`config.mk`:
```
export PLATFORM = sky130hd
export DESIGN_NAME = multi_cycle_ctrl_flat
export DESIGN_NICKNAME = d
export VERILOG_FILES = /design/src/rtl/multi_cycle_ctrl_pkg.sv /design/src/rtl/multi_cycle_ctrl_if.sv /design/src/rtl/multi_cycle_ctrl_decode.sv /design/src/rtl/multi_cycle_ctrl.sv /design/src/flat_wrapper.sv
export SDC_FILE = /design/constraint.sdc
export NUM_CORES = 1
export LEC_CHECK = 0
export CAP_MARGIN = 0
export CORE_MARGIN = 3
export CORE_UTILIZATION = 38
export CTS_BUF_LIST = sky130_fd_sc_hd__clkbuf_4 sky130_fd_sc_hd__clkbuf_8
export DETAILED_ROUTE_END_ITERATION = 12
export GPL_ROUTABILITY_DRIVEN = 0
export PLACE_DENSITY = 0.78
export SLEW_MARGIN = 20
export SYNTH_ARGS = -nofsm -noshare
export SYNTH_HDL_FRONTEND = slang
export SYNTH_HIERARCHICAL = 1
export SYNTH_SLANG_ARGS = --single-unit
```
`constraint.sdc`:
```
create_clock -name cl -period 2.05 [get_ports cl]
set_input_delay 0.615 -clock cl [delete_from_list [all_inputs] [get_ports cl]]
set_output_delay 0.615 -clock cl [all_outputs]
set_load 0.02 [all_outputs]
```
`src/rtl/multi_cycle_ctrl_pkg.sv`:
```
// Shared encodings for the multi-cycle controller and the datapath it steers:
// state codes, opcodes and the ALU/PC mux select values.
package multi_cycle_ctrl_pkg;

    localparam logic [3:0] ST_FETCH  = 4'd0;
    localparam logic [3:0] ST_DECODE = 4'd1;
    localparam logic [3:0] ST_MADDR  = 4'd2;
    localparam logic [3:0] ST_MREAD  = 4'd3;
    localparam logic [3:0] ST_MWB    = 4'd4;
    localparam logic [3:0] ST_MWRITE = 4'd5;
    localparam logic [3:0] ST_REXE   = 4'd6;
    localparam logic [3:0] ST_RWB    = 4'd7;
    localparam logic [3:0] ST_BEQ    = 4'd8;
    localparam logic [3:0] ST_JMP    = 4'd9;
    localparam logic [3:0] ST_IEXE   = 4'd10;
    localparam logic [3:0] ST_IWB    = 4'd11;

    localparam logic [5:0] OP_RTYPE = 6'h00;
    localparam logic [5:0] OP_LW    = 6'h23;
    localparam logic [5:0] OP_SW    = 6'h2B;
    localparam logic [5:0] OP_BEQ   = 6'h04;
    localparam logic [5:0] OP_J     = 6'h02;
    localparam logic [5:0] OP_ADDI  = 6'h08;

    localparam logic [1:0] ALUOP_ADD   = 2'b00;
    localparam logic [1:0] ALUOP_SUB   = 2'b01;
    localparam logic [1:0] ALUOP_FUNCT = 2'b10;

    localparam logic [1:0] SRCB_B      = 2'b00;
    localparam logic [1:0] SRCB_FOUR   = 2'b01;
    localparam logic [1:0] SRCB_IMM    = 2'b10;
    localparam logic [1:0] SRCB_IMM_SH = 2'b11;

    localparam logic [1:0] PCSRC_ALU    = 2'b00;
    localparam logic [1:0] PCSRC_ALUOUT = 2'b01;
    localparam logic [1:0] PCSRC_JUMP   = 2'b10;

    typedef struct packed {
        logic       pc_load;
        logic       ir_load;
        logic       mdr_load;
        logic       ab_load;
        logic       aluout_load;
        logic       iord;
        logic       mem_rd;
        logic       mem_wr;
        logic       reg_write;
        logic       reg_dst;
        logic       mem_to_reg;
        logic       alu_src_a;
        logic [1:0] alu_src_b;
        logic [1:0] alu_op;
        logic [1:0] pc_source;
        logic       illegal;
    } ctrl_t;

    function automatic logic op_supported(input logic [5:0] op);
        return (op == OP_RTYPE) || (op == OP_LW) || (op == OP_SW) ||
               (op == OP_BEQ) || (op == OP_J) || (op == OP_ADDI);
    endfunction

endpackage

```
`src/rtl/multi_cycle_ctrl_if.sv`:
```
// Controller <-> datapath/memory bundle. The controller is the master: it reads
// instruction fields and status flags and drives every load, select and request.
interface multi_cycle_ctrl_if;
    logic [5:0] opcode;
    logic [5:0] funct;
    logic       zero;
    logic       mem_rdy;
    logic       pc_load;
    logic       ir_load;
    logic       mdr_load;
    logic       ab_load;
    logic       aluout_load;
    logic       IorD;
    logic       mem_rd;
    logic       mem_wr;
    logic       RegWrite;
    logic       RegDst;
    logic       MemtoReg;
    logic       ALUSrcA;
    logic [1:0] ALUSrcB;
    logic [1:0] ALUOp;
    logic [1:0] PCSource;
    logic       illegal;
    logic [3:0] state;

    modport master (
        input  opcode, funct, zero, mem_rdy,
        output pc_load, ir_load, mdr_load, ab_load, aluout_load, IorD,
               mem_rd, mem_wr, RegWrite, RegDst, MemtoReg, ALUSrcA,
               ALUSrcB, ALUOp, PCSource, illegal, state
    );

    modport slave (
        output opcode, funct, zero, mem_rdy,
        input  pc_load, ir_load, mdr_load, ab_load, aluout_load, IorD,
               mem_rd, mem_wr, RegWrite, RegDst, MemtoReg, ALUSrcA,
               ALUSrcB, ALUOp, PCSource, illegal, state
    );
endinterface

```
`src/rtl/multi_cycle_ctrl_decode.sv`:
```
// Per-state output decode for the multi-cycle controller. Mostly Moore; the few
// handshake-qualified loads (mem_rdy, zero) and the illegal flag are gated here.
module ctrl_decode
    import multi_cycle_ctrl_pkg::*;
(
    input  logic [3:0] state,
    input  logic [5:0] opcode,
    input  logic       mem_rdy,
    input  logic       zero,
    input  logic       rst,
    output ctrl_t      ctrl
);

    ctrl_t raw;

    always_comb begin
        raw = '0;
        case (state)
            ST_FETCH: begin
                raw.mem_rd    = 1'b1;
                raw.alu_src_b = SRCB_FOUR;
                raw.ir_load   = mem_rdy;
                raw.pc_load   = mem_rdy;
            end
            ST_DECODE: begin
                raw.ab_load     = 1'b1;
                raw.aluout_load = 1'b1;
                raw.alu_src_b   = SRCB_IMM_SH;
                raw.illegal     = !op_supported(opcode);
            end
            ST_MADDR: begin
                raw.alu_src_a   = 1'b1;
                raw.alu_src_b   = SRCB_IMM;
                raw.aluout_load = 1'b1;
            end
            ST_MREAD: begin
                raw.mem_rd   = 1'b1;
                raw.iord     = 1'b1;
                raw.mdr_load = mem_rdy;
            end
            ST_MWB: begin
                raw.reg_write  = 1'b1;
                raw.mem_to_reg = 1'b1;
            end
            ST_MWRITE: begin
                raw.mem_wr = 1'b1;
                raw.iord   = 1'b1;
            end
            ST_REXE: begin
                raw.alu_src_a   = 1'b1;
                raw.alu_op      = ALUOP_FUNCT;
                raw.aluout_load = 1'b1;
            end
            ST_RWB: begin
                raw.reg_write = 1'b1;
                raw.reg_dst   = 1'b1;
            end
            ST_BEQ: begin
                raw.alu_src_a = 1'b1;
                raw.alu_op    = ALUOP_SUB;
                raw.pc_source = PCSRC_ALUOUT;
                raw.pc_load   = zero;
            end
            ST_JMP: begin
                raw.pc_source = PCSRC_JUMP;
                raw.pc_load   = 1'b1;
            end
            ST_IEXE: begin
                raw.alu_src_a   = 1'b1;
                raw.alu_src_b   = SRCB_IMM;
                raw.aluout_load = 1'b1;
            end
            ST_IWB: begin
                raw.reg_write = 1'b1;
            end
            default: raw = '0;
        endcase
    end

    // Under reset the state is already FETCH; only its read request and +4
    // select survive so nothing downstream loads or writes mid-reset.
    always_comb begin
        ctrl = raw;
        if (rst) begin
            ctrl           = '0;
            ctrl.mem_rd    = raw.mem_rd;
            ctrl.alu_src_b = raw.alu_src_b;
        end
    end

endmodule

```
`src/rtl/multi_cycle_ctrl.sv`:
```
// Multi-cycle CPU controller: state register and next-state logic; output
// decode lives in ctrl_decode.
module multi_cycle_ctrl
    import multi_cycle_ctrl_pkg::*;
(
    input  logic             cl,
    input  logic             cr,
    multi_cycle_ctrl_if.master bus
);

    logic [3:0] state_q;
    logic [3:0] state_d;
    ctrl_t      ctrl;

    always_ff @(posedge cl or posedge cr) begin
        if (cr) state_q <= ST_FETCH;
        else    state_q <= state_d;
    end

    always_comb begin
        state_d = ST_FETCH;
        case (state_q)
            ST_FETCH:  state_d = bus.mem_rdy ? ST_DECODE : ST_FETCH;
            ST_DECODE: begin
                case (bus.opcode)
                    OP_RTYPE:     state_d = ST_REXE;
                    OP_LW, OP_SW: state_d = ST_MADDR;
                    OP_BEQ:       state_d = ST_BEQ;
                    OP_J:         state_d = ST_JMP;
                    OP_ADDI:      state_d = ST_IEXE;
                    default:      state_d = ST_FETCH;
                endcase
            end
            ST_MADDR:  state_d = (bus.opcode == OP_SW) ? ST_MWRITE : ST_MREAD;
            ST_MREAD:  state_d = bus.mem_rdy ? ST_MWB : ST_MREAD;
            ST_MWRITE: state_d = bus.mem_rdy ? ST_FETCH : ST_MWRITE;
            ST_REXE:   state_d = ST_RWB;
            ST_IEXE:   state_d = ST_IWB;
            default:   state_d = ST_FETCH;
        endcase
    end

    ctrl_decode u_decode (
        .state   (state_q),
        .opcode  (bus.opcode),
        .mem_rdy (bus.mem_rdy),
        .zero    (bus.zero),
        .rst     (cr),
        .ctrl    (ctrl)
    );

    assign bus.pc_load     = ctrl.pc_load;
    assign bus.ir_load     = ctrl.ir_load;
    assign bus.mdr_load    = ctrl.mdr_load;
    assign bus.ab_load     = ctrl.ab_load;
    assign bus.aluout_load = ctrl.aluout_load;
    assign bus.IorD        = ctrl.iord;
    assign bus.mem_rd      = ctrl.mem_rd;
    assign bus.mem_wr      = ctrl.mem_wr;
    assign bus.RegWrite    = ctrl.reg_write;
    assign bus.RegDst      = ctrl.reg_dst;
    assign bus.MemtoReg    = ctrl.mem_to_reg;
    assign bus.ALUSrcA     = ctrl.alu_src_a;
    assign bus.ALUSrcB     = ctrl.alu_src_b;
    assign bus.ALUOp       = ctrl.alu_op;
    assign bus.PCSource    = ctrl.pc_source;
    assign bus.illegal     = ctrl.illegal;
    assign bus.state       = state_q;

endmodule

```
`src/flat_wrapper.sv`:
```
// flat-port wrapper written by rule: the top's interface ports become plain ports
module multi_cycle_ctrl_flat import multi_cycle_ctrl_pkg::*;
  (cl, cr, bus_opcode, bus_funct, bus_zero, bus_mem_rdy, bus_pc_load, bus_ir_load, bus_mdr_load, bus_ab_load, bus_aluout_load, bus_IorD, bus_mem_rd, bus_mem_wr, bus_RegWrite, bus_RegDst, bus_MemtoReg, bus_ALUSrcA, bus_ALUSrcB, bus_ALUOp, bus_PCSource, bus_illegal, bus_state);
  multi_cycle_ctrl_if bus_i ();
  input  logic cl;
  input  logic cr;
  input wire logic [$bits(bus_i.opcode)-1:0] bus_opcode;
  input wire logic [$bits(bus_i.funct)-1:0] bus_funct;
  input wire logic [$bits(bus_i.zero)-1:0] bus_zero;
  input wire logic [$bits(bus_i.mem_rdy)-1:0] bus_mem_rdy;
  output wire logic [$bits(bus_i.pc_load)-1:0] bus_pc_load;
  output wire logic [$bits(bus_i.ir_load)-1:0] bus_ir_load;
  output wire logic [$bits(bus_i.mdr_load)-1:0] bus_mdr_load;
  output wire logic [$bits(bus_i.ab_load)-1:0] bus_ab_load;
  output wire logic [$bits(bus_i.aluout_load)-1:0] bus_aluout_load;
  output wire logic [$bits(bus_i.IorD)-1:0] bus_IorD;
  output wire logic [$bits(bus_i.mem_rd)-1:0] bus_mem_rd;
  output wire logic [$bits(bus_i.mem_wr)-1:0] bus_mem_wr;
  output wire logic [$bits(bus_i.RegWrite)-1:0] bus_RegWrite;
  output wire logic [$bits(bus_i.RegDst)-1:0] bus_RegDst;
  output wire logic [$bits(bus_i.MemtoReg)-1:0] bus_MemtoReg;
  output wire logic [$bits(bus_i.ALUSrcA)-1:0] bus_ALUSrcA;
  output wire logic [$bits(bus_i.ALUSrcB)-1:0] bus_ALUSrcB;
  output wire logic [$bits(bus_i.ALUOp)-1:0] bus_ALUOp;
  output wire logic [$bits(bus_i.PCSource)-1:0] bus_PCSource;
  output wire logic [$bits(bus_i.illegal)-1:0] bus_illegal;
  output wire logic [$bits(bus_i.state)-1:0] bus_state;
  assign bus_i.opcode = bus_opcode;
  assign bus_i.funct = bus_funct;
  assign bus_i.zero = bus_zero;
  assign bus_i.mem_rdy = bus_mem_rdy;
  assign bus_pc_load = bus_i.pc_load;
  assign bus_ir_load = bus_i.ir_load;
  assign bus_mdr_load = bus_i.mdr_load;
  assign bus_ab_load = bus_i.ab_load;
  assign bus_aluout_load = bus_i.aluout_load;
  assign bus_IorD = bus_i.IorD;
  assign bus_mem_rd = bus_i.mem_rd;
  assign bus_mem_wr = bus_i.mem_wr;
  assign bus_RegWrite = bus_i.RegWrite;
  assign bus_RegDst = bus_i.RegDst;
  assign bus_MemtoReg = bus_i.MemtoReg;
  assign bus_ALUSrcA = bus_i.ALUSrcA;
  assign bus_ALUSrcB = bus_i.ALUSrcB;
  assign bus_ALUOp = bus_i.ALUOp;
  assign bus_PCSource = bus_i.PCSource;
  assign bus_illegal = bus_i.illegal;
  assign bus_state = bus_i.state;
  multi_cycle_ctrl u_core (.cl(cl), .cr(cr), .bus(bus_i));
endmodule
```
== Yosys cells after proc, flatten, opt, wreduce, memory -nomap -nowiden ==
Cells that the tools add are included.
Widths: inputs -> output; s select.

* Reduce and logical (&&, ||, !) cells: 15
* Eq/ne operators: 16
* Mux-type cells: 23

{| class="wikitable"
|+ Operator list
! kind !! number
|-
| $pmux 4 s7 || 1
|-
| $pmux 4 s5 || 1
|-
| $mux 19 || 1
|-
| $eq 4x3->1 const B || 4
|-
| $eq 4x4->1 const B || 4
|-
| $mux 1 || 13
|-
| $eq 6x6->1 const B || 2
|-
| $mux 3 || 3
|-
| $eq 4x2->1 const B || 2
|-
| $pmux 2 s2 || 2
|-
| $reduce_or 2->1 || 4
|-
| $reduce_or 4->1 || 2
|-
| $eq 6x2->1 const B || 1
|-
| $eq 6x3->1 const B || 1
|-
| $eq 6x4->1 const B || 1
|-
| $logic_not 6->1 || 1
|-
| $pmux 2 s3 || 1
|-
| $logic_or 1x1->1 || 5
|-
| $eq 4x1->1 const B || 1
|-
| $logic_not 4->1 || 1
|-
| $pmux 1 s3 || 1
|-
| $reduce_or 3->1 || 1
|-
| $logic_not 1->1 || 1
|}

* Input port bits: 16
* Output and inout port bits: 23
* Register bits after elaboration: 4

== Logic depth before layout (Yosys ltp) ==
Gate-level depths: netlist of the first run.

* Depth in word-level cells: 9
* Depth in mapped cells: 5
* Depth with buffers taken out: 4

== Hierarchy ==
Netlist of the first run, hierarchy kept.

{| class="wikitable"
|+ By module, submodules not included
! module !! instances !! area an instance (um^2) !! cells an instance
|-
| multi_cycle_ctrl || 1 || 352.8 || 40
|-
| ctrl_decode || 1 || 306.5 || 47
|}

== Least setup slack after synthesis of the first run ==
OpenSTA, ideal clock, no wires.

* Path type: register to output
* From: register u_core.state_q[3], in the netlist u_core/bus.state[3]
* To: output bus_pc_load
* Arrival time: 1,694 ps
* Stages on the path, launching flop included: 5
* Setup slack: -259 ps
* Cells stage by stage: dfrtp_1 buf_6 inv_2 nand3_1 a2111oi_1

* Word-level cells in the longest chain between the ends: 3
* Elaborated cells between the ends (all ways): 5

{| class="wikitable"
|+ RTL lines
! what !! RTL line !! text
|-
| start, declared || multi_cycle_ctrl.sv:11 || <nowiki>logic [3:0] state_q;</nowiki>
|-
| start signal, assigned || multi_cycle_ctrl.sv:17 || <nowiki>else state_q <= state_d;</nowiki>
|-
| $eq 4x4->1 / $logic_not 4->1 (equally long branches) || multi_cycle_ctrl_decode.sv:18 || <nowiki>case (state)</nowiki>
|-
| $pmux 1 s3 (*) || multi_cycle_ctrl_decode.sv:18 ||
|-
| $mux 19 (*) || multi_cycle_ctrl_decode.sv:84 || <nowiki>if (rst) begin</nowiki>
|-
| end, declared || flat_wrapper.sv:11 || <nowiki>output wire logic [$bits(bus_i.pc_load)-1:0] bus_pc_load;</nowiki>
|}

Mark *: on every way between the ends. The rest lies on a longest branch, timed or not.

== Final worst setup path of the first run ==
* From: input bus_opcode[1]
* To: output bus_illegal

* Word-level cells in the longest chain between the ends: 9
* Elaborated cells between the ends (all ways): 14

{| class="wikitable"
|+ RTL lines
! what !! RTL line !! text
|-
| start, declared || flat_wrapper.sv:7 || <nowiki>input wire logic [$bits(bus_i.opcode)-1:0] bus_opcode;</nowiki>
|-
| $eq 6x6->1 / $logic_not 6->1 (equally long branches) || multi_cycle_ctrl_pkg.sv:58 || <nowiki>return (op == OP_RTYPE) || (op == OP_LW) || (op == OP_SW) ||</nowiki>
|-
| $logic_or 1x1->1 (3 in a row) || multi_cycle_ctrl_pkg.sv:58 ||
|-
| $logic_or 1x1->1 || multi_cycle_ctrl_pkg.sv:59 || <nowiki>(op == OP_BEQ) || (op == OP_J) || (op == OP_ADDI);</nowiki>
|-
| $logic_or 1x1->1 (*) || multi_cycle_ctrl_pkg.sv:59 ||
|-
| $logic_not 1->1 (*) || multi_cycle_ctrl_decode.sv:29 || <nowiki>raw.illegal = !op_supported(opcode);</nowiki>
|-
| $mux 1 (*) || multi_cycle_ctrl_decode.sv:18 ||
|-
| $mux 19 (*) || multi_cycle_ctrl_decode.sv:84 ||
|-
| end, declared || flat_wrapper.sv:26 || <nowiki>output wire logic [$bits(bus_i.illegal)-1:0] bus_illegal;</nowiki>
|}

Marks and branches as above.

==> run metrics, run 1 <==
Vias per Instance=5.79; Max-slew headroom=0.725; Leakage=0.624 nW; vias in the first global route=899; ANT cells=0; Cell Rows=14; Mapped Area=659 µm²; Routed Antenna Nets=0; fraction of final layout cells sized beyond drive strength 1=0.568; Tcrit/Tclk final=1.05; Sink Count=4; CP Data Required Time=1.43 ns; clock skew=0.0133 ns; number of flops mapped to enable cells by yosys=0; maxcap violations=0; hpwl dp=1750 µm; commonest non-fill, non-tap cells in the layout=buf_4 (29), buf_6 (13), buf_2 (9), nor2_1 (7), nand2_1 (6); unique cell type count in the Yosys netlist=40; status=finished with violations; remaining global-route overflow=0; Area Growth Syn to Fin=92.8%; CTS tree=done; Setup WS post-layout=-0.0954 ns; Die H=47.7 µm; synthesized flop and latch total=4; DIE AREA=0.00227 mm²; placed cells=155; Worst EP arrival=1.53 ns; Synth Instances=87; Final TNS setup=-0.320 ns; TritonRoute pass-1 iters=4; hold_buf cts=0; fill count=111; syn_nets=103; number of DRC markers in iteration 0=10; Post-Layout Cell Count=162; fmax=466 MHz; width of the die=47.7 µm; Crit. End Element=primary output; syn avg cell area=7.58 µm²; Worst IR Drop VDD=658 µV; most common flop cell mapped by yosys=dfrtp_1; Syn. warnings=6; core region area=0.00158 mm²; final-report setup violation count=5; commonest non-fill, non-tap cell in the layout=buf_4; Tmin final=2.15 ns; Max Fanout on Critical Path=2; worst hold margin=0.475 ns; ys async rst share=1.00; Least-Margin Pin Slew=0.409 ns; CTS clock-pin slew for the worst setup and hold paths=0.05 ns; first-pass GRT wire length=3950 µm; routed len/inst=16.4 µm; worst slack, placed=-0.848 ns; CTS Buffer Depth=2; failing checks=negative setup slack; Post-route DRC=0; number of antenna violations at the first check in global routing=0; initial core utilization=0.418; Tot GR Track Use=0.241; Fin. Hold Viols=0; power density cells=1040 mW/mm²; RSZ-0062 raised after global routing=true; Routed WL=2660 µm; Setup Crit Path Kind=input pin to primary output; Clock Latency Late Sink=0.24 ns; CP Launch Type=input pin; largest net degree at the start of global routing=12; total CTS buffers=3; total number of vias=938; final net count=163; I/O pin total=39; I/O Buffers=32; root buffer cell=clkbuf_4; hold crit path type=input pin to async pin; max reg flops=4; post-synthesis sequential area ratio=0.152; depth of the CTS H-tree=1; Max Slew Vio Count=0
-- Yosys cell counts, types with 2 or more instances --
library cell	number	share of area
a31oi_1	2	0.019
nor2_1	11	0.063
buf_6	4	0.068
nand3b_1	3	0.034
nor3_2	2	0.030
nor4b_1	2	0.027
dfrtp_1	4	0.15
nor3_1	4	0.030
nand4b_1	2	0.027
o21ai_0	5	0.038
or3_1	2	0.019
xor2_1	3	0.040
nor4_1	2	0.019
or3_4	2	0.034
nand2_1	7	0.040
nand2b_1	4	0.038
inv_1	3	0.017
and3_1	2	0.019
nand3_1	2	0.015
-- where the power goes --
group          total [W]  switching (W)  internal (W)  leakage (nW)
logic            0.00105       0.000557      0.000491         0.558
registers       0.000158      0.0000508      0.000107        0.0477
clock network   0.000122      0.0000353     0.0000864        0.0184
total            0.00133       0.000643      0.000684         0.624
-- layout make-up --
type	count	area, µm²	share of cell area
Multi-Input combinational cell	74	596	0.469
Timing Repair Buffer	60	503	0.396
Sequential cell	4	105	0.0827
Clock buffer	4	30.0	0.0236
Tap cell	16	20.0	0.0157
Inverter	4	17.5	0.0138
-- worst paths after layout --
| kind | start | to | slack [ns] | depth (start not counted) |
|---|---|---|---|---|
| hold reg to reg | u_core/bus.state[3] | u_core/bus.state[2] | 0.68 | 2 |
| min in group cl | u_core/bus.state[3] | u_core/bus.state[2] | 0.68 | 2 |
| hold / removal | cr | u_core/bus.state[2] | 0.48 | 3 |
| max in group asynchronous | cr | u_core/bus.state[3] | 1.39 | 3 |
| setup reg to reg | u_core/bus.state[2] | u_core/bus.state[0] | 0.19 | 5 |
| setup / recovery | bus_opcode[1] | bus_illegal | -0.1 | 5 |
-- critical path: stages --
cell	delay (ns)
buf_6	0.09
maj3_2	0.29
o31a_1	0.23
o21a_1	0.17
buf_6	0.13
-- cells by family after synthesis --
family	Yosys count	share of synthesized area
compound gates	18	0.184
buf+inv	9	0.0987
xor+xnor	3	0.0399
simple gates	52	0.509
flops	4	0.152
fa+ha+maj	1	0.0171
-- what timing repair did --
action | CTS | global route
gates resized for setup | 126 | 29
pin swaps | 8 | 11
endpoints found under the setup margin | 23 | 21
setup buffers | 2 | 1
-- per-stage QoR --
stage / total power, W / util / cell area (µm²)
after floorplan: 0.000647 / - / 673
after global placement: 0.00107 / 0.730 / 1150
after detailed placement: 0.00109 / 0.730 / 1150
after CTS: 0.00122 / 0.761 / 1200
after global routing: 0.00142 / 0.806 / 1270
final: 0.00133 / 0.806 / 1270
-- metal layers --
metal  vias up  global-route usage  part of all wire
met4         0               0.102             0.042
met2        53               0.468              0.50
met5         -                   0                 0
met1       425               0.254              0.37
li1        448                   -                 -
met3        12              0.0338             0.083
(Power assumes the default switching activity.)
==> inputs of run 2 (changes only) <==
--- a/config.mk
+++ b/config.mk
@@ -11,7 +11,8 @@
 export CTS_BUF_LIST = sky130_fd_sc_hd__clkbuf_4 sky130_fd_sc_hd__clkbuf_8
 export DETAILED_ROUTE_END_ITERATION = 12
 export GPL_ROUTABILITY_DRIVEN = 0
-export PLACE_DENSITY = 0.78
+export PLACE_DENSITY_LB_ADDON = 0.25
+export RECOVER_POWER = 25
 export SLEW_MARGIN = 20
 export SYNTH_ARGS = -nofsm -noshare
 export SYNTH_HDL_FRONTEND = slang
==> run 2 against run 1 <==
  * The run still ends with negative setup slack left
  * Critical path depth is the same
  * Die area is the same
  * Final cell count decreased by 3.7%
  * Clock-buffer cell count is the same
  * Worst setup slack lost 0.058 ns
  * Global-route usage is 5.2 points lower
  * Sequential power shrank 3%
  * Clock skew is 0.0059 ns lower
  * Maximum frequency shrank 2.6%
  * Highest routed layer unchanged
==> run metrics, run 2 (same netlist as run 1, synthesis figures left out) <==
root buffer cell=clkbuf_4; RR Endpoint=u_core/bus.state[1]; Routed Antenna Nets=0; DIE AREA=0.00227 mm²; final-report setup violation count=6; width of the die=47.7 µm; CTS tree=done; Worst IR Drop VDD=614 µV; I/O Buffers=32; RSZ-0062 raised after global routing=true; clock skew=0.00740 ns; Worst EP arrival=1.59 ns; Least-Margin Pin Slew=0.356 ns; Leakage=0.578 nW; slowest CP cell=maj3_2; Post-route DRC=0; total CTS buffers=3; commonest non-fill, non-tap cell in the layout=buf_4; Layout Utilization=0.755; Sink Count=4; reg2reg setup slack=0.28 ns; largest net degree at the start of global routing=15; initial core utilization=0.418; Cell Rows=14; number of DRC markers in iteration 0=20; failing checks=negative setup slack; first-pass GRT wire length=3070 µm; CP Data Required Time=1.43 ns; depth of the CTS H-tree=1; CP Launch Type=input pin; vias in the first global route=735; hold crit path type=input pin to async pin; Max Fanout on Critical Path=2; Setup Crit Path Kind=input pin to primary output; CP max stage delay=0.29 ns; hpwl dp=1570 µm; commonest non-fill, non-tap cells in the layout=buf_4 (21), buf_6 (11), buf_2 (10), nor2_1 (7), nand2_1 (6); Vias per Instance=5.47; Reg-to-Reg Start=u_core/bus.state[2]; Tcrit/Tclk final=1.07; power density cells=1020 mW/mm²; worst reg-to-reg path cell count=5; remaining global-route overflow=0; Crit. End Element=primary output; Max Slew Vio Count=0; Clock Latency Late Sink=0.24 ns; Max-slew headroom=0.759; total number of vias=853; I/O pin total=39; Setup WS post-layout=-0.153 ns; worst-path cell chain=buf_6, maj3_2, o31a_1, o21a_1, buf_6; ANT cells=0; maxcap violations=0; hold_buf cts=0; final net count=157; max reg flops=4; Fin. Hold Viols=0; Area Growth Syn to Fin=80.5%; fraction of final layout cells sized beyond drive strength 1=0.536; Routed WL=2220 µm; CTS Buffer Depth=2; Tot GR Track Use=0.189; CTS clock-pin slew for the worst setup and hold paths=0.04 ns; core region area=0.00158 mm²; Tmin final=2.20 ns; TritonRoute pass-1 iters=4; fmax=454 MHz; number of antenna violations at the first check in global routing=0; status=finished with violations; Die H=47.7 µm; worst slack, placed=-0.846 ns; routed len/inst=14.2 µm; CP dominant cell by count=buf_6
## run 2: changes by cell type in the layout (fill, tap and decap cells not counted), moves of 2 or more
cell / delta
clkbuf_1: +2
buf_4: -8
buf_6: -2
clkbuf_2: +2
dlygate4sd2_1: -2
## run 2: worst max-delay path: cells and delay by family
kind | cells | cell delay [ns]
AOI/OAI and AO/OA | 2 | 0.46
buffers and inverters | 2 | 0.22
adders and majority gates | 1 | 0.29
## run 2: how the worst max path moves through the flow
| stage | start | to | slack (ns) | depth (start not counted) |
|---|---|---|---|---|
| floorplan | u_core/bus.state[3] | bus_pc_load | -0.006 | 4 |
| global placement | bus_opcode[2] | bus_illegal | -0.84 | 5 |
| detailed placement | bus_opcode[2] | bus_illegal | -0.85 | 5 |
| CTS | bus_opcode[2] | bus_illegal | -0.27 | 5 |
| global route | bus_opcode[3] | bus_illegal | -0.19 | 5 |
| finish | bus_opcode[3] | bus_illegal | -0.15 | 5 |
## run 2: what timing repair did
action                                  in CTS  in global routing
endpoints found under the hold margin        0                  0
pin swaps                                    5                  5
resized for setup                          112                 33
buffers inserted                             2                  1
endpoints found under the setup margin      23                 21
## run 2: per-stage QoR
| step | area (µm²) | total power, W | std cells | hold WS, ns | TNS, ns |
|---|---|---|---|---|---|
| final | 1190 | 0.00122 | 156 | 0.498 | -0.315 |
| after floorplan | 673 | 0.000647 | 87 | 0.381 | -0.00597 |
| after CTS | 1140 | 0.00117 | 155 | 0.378 | -0.352 |
| after detailed placement | 1110 | 0.00103 | 149 | 0.745 | -11.70 |
| after global placement | 1110 | 0.00102 | 149 | 0.738 | -11.39 |
| after global routing | 1190 | 0.00129 | 156 | 0.513 | -0.583 |
## run 2: per-layer routing
metal / up-vias / wire [µm] / GRT usage
li1: 429 / - / -
met3: 2 / 71 / 0.0226
met5: - / 0 / 0
met4: 0 / 8 / 0.0645
met1: 402 / 955 / 0.220
met2: 20 / 1180 / 0.353
## run 2: area by class of cell
type,instances,area (µm²)
Multi-Input combinational cell,74,583
Fill cell,119,387
Inverter,4,17.5
Timing Repair Buffer,54,434
Clock buffer,4,30.0
Sequential cell,4,105
Tap cell,16,20.0
## run 2: power breakdown
part           internal, W  total (W)  switching (W)  leakage [nW]
Combinational     0.000425   0.000941       0.000516         0.512
Sequential        0.000107   0.000153      0.0000463        0.0477
Clock            0.0000865   0.000124      0.0000372        0.0184
